**src/rtl/issue_sched.sv**
```systemverilog
// Dual-issue scheduler for the decode pair: decides single/dual issue, parks the
// younger slot in a pending copy, and serialises TLB operations.
module issue_sched (
  input  logic       clk,
  input  logic       rst_n,
  input  logic       stall,
  input  logic       flush,
  input  logic       exception_flush,
  input  logic       a_valid,
  input  logic       b_valid,
  input  logic [4:0] a_rs,
  input  logic [4:0] a_rt,
  input  logic [4:0] b_rs,
  input  logic [4:0] b_rt,
  input  logic       a_w_reg_ena,
  input  logic       b_w_reg_ena,
  input  logic [4:0] a_w_reg_dst,
  input  logic [4:0] b_w_reg_dst,
  input  logic       a_is_branch,
  input  logic       b_is_branch,
  input  logic       a_is_ls,
  input  logic       b_is_ls,
  input  logic       a_is_tlb,
  input  logic       b_is_tlb,
  output logic       issue0_valid,
  output logic       issue1_valid,
  output logic       pipe0_from_pend,
  output logic       pend_load,
  output logic       in_stall
);

  typedef enum logic [1:0] {NORM, HOLD, SERIAL} state_t;

  state_t     state, state_nxt;
  logic       pend_valid, pend_valid_nxt;
  logic [1:0] cnt, cnt_nxt;
  logic [4:0] pend_rs, pend_rt, pend_w_reg_dst;
  logic       pend_w_reg_ena, pend_is_tlb;
  logic       raw, dual, flush_now;

  assign raw = a_w_reg_ena && (a_w_reg_dst != '0) &&
               ((a_w_reg_dst == b_rs) || (a_w_reg_dst == b_rt));
  assign dual = a_valid && b_valid && !raw && !(a_is_ls && b_is_ls) &&
                !b_is_branch && !a_is_tlb && !b_is_tlb;
  assign flush_now = exception_flush || (flush && !stall);

  always_ff @(posedge clk or negedge rst_n) begin
    if (!rst_n) begin
      state          <= NORM;
      pend_valid     <= 1'b0;
      cnt            <= '0;
      pend_rs        <= '0;
      pend_rt        <= '0;
      pend_w_reg_ena <= 1'b0;
      pend_w_reg_dst <= '0;
      pend_is_tlb    <= 1'b0;
    end else begin
      state      <= state_nxt;
      pend_valid <= pend_valid_nxt;
      cnt        <= cnt_nxt;
      if (pend_load) begin
        pend_rs        <= b_rs;
        pend_rt        <= b_rt;
        pend_w_reg_ena <= b_w_reg_ena;
        pend_w_reg_dst <= b_w_reg_dst;
        pend_is_tlb    <= b_is_tlb;
      end
    end
  end

  always_comb begin
    state_nxt       = state;
    pend_valid_nxt  = pend_valid;
    cnt_nxt         = cnt;
    issue0_valid    = 1'b0;
    issue1_valid    = 1'b0;
    pipe0_from_pend = 1'b0;
    pend_load       = 1'b0;
    in_stall        = 1'b0;
    if (!rst_n) begin
      state_nxt = NORM;
    end else if (flush_now) begin
      state_nxt      = NORM;
      pend_valid_nxt = 1'b0;
      cnt_nxt        = '0;
    end else begin
      unique case (state)
        NORM: begin
          if (a_valid) begin
            issue0_valid = 1'b1;
            issue1_valid = dual;
            if (!dual) begin
              if (b_valid) begin
                pend_load      = 1'b1;
                pend_valid_nxt = 1'b1;
              end
              if (a_is_tlb) begin
                state_nxt = SERIAL;
                cnt_nxt   = 2'd3;
              end else if (b_valid) begin
                state_nxt = HOLD;
              end
            end
          end
        end
        HOLD: begin
          issue0_valid    = 1'b1;
          pipe0_from_pend = 1'b1;
          in_stall        = 1'b1;
          pend_valid_nxt  = 1'b0;
          if (pend_is_tlb) begin
            state_nxt = SERIAL;
            cnt_nxt   = 2'd3;
          end else begin
            state_nxt = NORM;
          end
        end
        SERIAL: begin
          in_stall = 1'b1;
          if (cnt != '0) cnt_nxt = cnt - 2'd1;
          if (cnt <= 2'd1) state_nxt = pend_valid ? HOLD : NORM;
        end
        default: state_nxt = NORM;
      endcase
      // A stall freezes every register but leaves the issue decision visible.
      if (stall) begin
        state_nxt      = state;
        pend_valid_nxt = pend_valid;
        cnt_nxt        = cnt;
        pend_load      = 1'b0;
        in_stall       = 1'b1;
      end
    end
  end

  logic unused_sigs;
  assign unused_sigs = ^{a_rs, a_rt, a_is_branch, pend_rs, pend_rt,
                         pend_w_reg_ena, pend_w_reg_dst};

endmodule

```
**config.mk**
```make
export PLATFORM = sky130hd
export DESIGN_NAME = issue_sched
export DESIGN_NICKNAME = d
export VERILOG_FILES = /design/src/rtl/issue_sched.sv
export SDC_FILE = /design/constraint.sdc
export NUM_CORES = 1
export LEC_CHECK = 0
export CAP_MARGIN = 20
export CORE_UTILIZATION = 35
export DETAILED_ROUTE_END_ITERATION = 16
export PLACE_DENSITY = 0.79
export SYNTH_ARGS = -nofsm -noshare
export SYNTH_HDL_FRONTEND = slang
export SYNTH_SLANG_ARGS = --single-unit
```
**constraint.sdc**
```tcl
create_clock -name clk -period 2.92 [get_ports clk]
set_input_delay 0.876 -clock clk [delete_from_list [all_inputs] [get_ports clk]]
set_output_delay 0.876 -clock clk [all_outputs]
set_load 0.005 [all_outputs]
```
==> run metrics <==
CORE AREA 0.001982 mm²; io pins 50; initial core utilization 0.3756; GRT met1 Usage 0.1977; overall power 0.0003275 W; die width 48.12 µm; Syn-to-layout area delta 66.89%; fin. max-slew vios 0; asr flop ratio synth 1.000; vias in the first global route 831; Routability Congestion 0.8411; post-route minimum period 2975 ps; dpl ws -834.1 ps; Worst R2R Start state[0]$_DFFE_PN0P_; largest cells by area after synthesis dfrtp_1 (20%), xnor2_1 (12%), ha_1 (10%); first-pass GRT wire length 3.167 mm; GR met2 Demand/Resource 0.3838; Die Y 48.12 µm; Data arrival, critical path 2100 ps; clk_lat worst skew 250 ps; Seq pwr share 0.323; CTS clock-pin slew for the worst setup and hold paths 50 ps; Pre-Repair DR Iteration Count 3; Post-Syn Area per Cell 8.272 µm²; Slew @ Worst Pin 464.4 ps; Worst setup EP type primary output; initial antenna violation count 0; critical-path maximum fanout 2; # rows 16; NetSw 0.0001053 W; GRT Resource Usage Total 0.1992; Worst setup SP type primary input; CTS tree yes; DR iter-0 viols 6; clk sink count 6; MaxCap Viol Count 0; via count 834; status finished, violations left; antenna fix cells 0; Num CTS Buffers 3; largest net degree at the start of global routing 13; nets 196; Post-Syn Area 744.5 µm²; CTS Hold Bufs 0; Worst VDD drop 0.2371 mV; dpl hpwl 1.671 mm; fraction of layout cells with a size suffix above 1 0.3217; slowest CP cell or4_4; combinational share of power 0.427; Critical Path Start a_w_reg_dst[1]; CTS root buf clkbuf_4; wire per inst 12.49 µm; Setup Skew 9.259 ps; die area 0.002316 mm²; Worst path max stage delay 510 ps; Final Cycle Share 1.019; syn nets 141; Clock Path Buffers 2; Power Internal 0.0002222 W; Synth Instances 90; top cells by count, synth xnor2_1 (10), a21oi_1 (8), nand2_1 (8); Clock power frac 0.250; Setup WS post-layout -55.44 ps; top-count cell post-synth xnor2_1; sw frac 0.3214; layer with the highest usage met2; EDFF count, synth 0; DRT antenna net count 0; Yosys cell types 35; Port Buffer Count 32; biggest area consumer among synthesized cells dfrtp_1; CP bufs+invs 3; M3 GR Usage 0.06667; hold crit path type flip-flop to flip-flop; CP Class primary input to primary output; WP data required 2040 ps; Detailed Route WL 2.123 mm; setup violators final 2; Via-to-Cell Ratio 4.906; Synth top area share 0.2017; register area share after synthesis 0.2017; Cell Chain, Critical Path buf_6 > or4_4 > o21a_1 > a21boi_2 > buf_4 > nor2_2 > buf_2; Static Leak 0.5840 nW; yosys warns 0; H-tree Lvls 1; RSZ-0062 raised after global routing true; f_max 336.1 MHz; CP top delay family simple AND/OR/NAND/NOR gates; Yosys reg bits 6; Max-slew headroom 0.6904; fin util 0.6269; power per cell area 263.6 mW/mm²; hold path start cnt[1]$_DFFE_PN0P_; Final Hold Viols 0; failing checks negative setup slack; top_reg_cell synth dfrtp_1; drt drc 0; grt total ovfl 0
[kinds of logic (layout without fill, tap and decap cells)]
logic type,after synthesis,in the layout,share of synthesized area
DFF,6,6,0.2017
xor gates and xnor gates,10,10,0.1176
muxes,6,6,0.09075
AOI/OAI and AO/OA,28,28,0.2655
buffers and inverters,8,61,0.04200
and+or+nand+nor,26,26,0.1815
adders and majority gates,6,6,0.1008
[layout by cell type, fill, tap and decap left out, types with 6 or more instances in the layout]
cell type,instances
a21oi_1,8
buf_4,19
dfrtp_1,6
dlygate4sd2_1,21
ha_1,6
nand2_1,7
xnor2_1,10
[layout make-up]
cell class	instances	area [µm²]
clock buffers	3	22.52
well taps	27	33.78
multi-input cells	76	594.3
flip-flops and latches	6	150.1
fillers	186	739.5
inverters	7	26.28
repair buffers	51	415.4
[state kept, by name, indices dropped and copies added, names as in the netlist]
| name | flops |
|---|---|
| pend_is_tlb | 1 |
| pend_valid | 1 |
| state | 2 |
| cnt | 2 |
[routing by layer]
layer | part of all wire | up-vias
li1 | - | 426
met1 | 0.42 | 366
met2 | 0.47 | 38
met3 | 0.10 | 4
met4 | 0.011 | 0
met5 | 0 | -
[through the flow]
stage	std cells	area, µm²	setup TNS [ps]	hold slack, ps
finish	170	1242	-107.4	524.8
global route	170	1242	-216.5	553.3
CTS	170	1237	-152.5	529.4
detailed placement	164	1214	-3010	519.5
global placement	164	1214	-2918	508.8
floorplan	90	744.5	0	494.0
[worst register-to-register path, cell delays in order, from the launching register on]
cell	delay [ps]
dfrtp_1	410
inv_1	90
ha_1	340
a221o_2	400
a21oi_1	130
o21ai_1	100
mux2_2	280
[final timing paths]
check                      slack [ps]  depth (start not counted)              endpoint
max reg2reg                      1060                          6    cnt[1]$_DFFE_PN0P_
min                               520                          1    cnt[1]$_DFFE_PN0P_
min in group asynchronous         680                          2  state[1]$_DFFE_PN0P_
min reg2reg                       520                          1    cnt[1]$_DFFE_PN0P_
max in group asynchronous        2100                          2  state[0]$_DFFE_PN0P_
max                               -60                          7             pend_load
[power by group through the flow]
stage | logic, W | clock network, W | registers, W
floorplan | 0.0000690 | 0 | 0.000104
global placement | 0.000141 | 0 | 0.000107
detailed placement | 0.000145 | 0 | 0.000107
CTS | 0.000140 | 0.0000838 | 0.000106
global route | 0.000153 | 0.0000892 | 0.000108
finish | 0.000140 | 0.0000820 | 0.000106
[timing repair]
item | 4_1_cts | 5_1_grt
cloned | 0 | 0
endpoints found under the setup margin | 5 | 4
pin swaps | 21 | 3
gates resized for setup | 55 | 3
setup buffers | 3 | 0
Power figures use the tool's default switching activity.
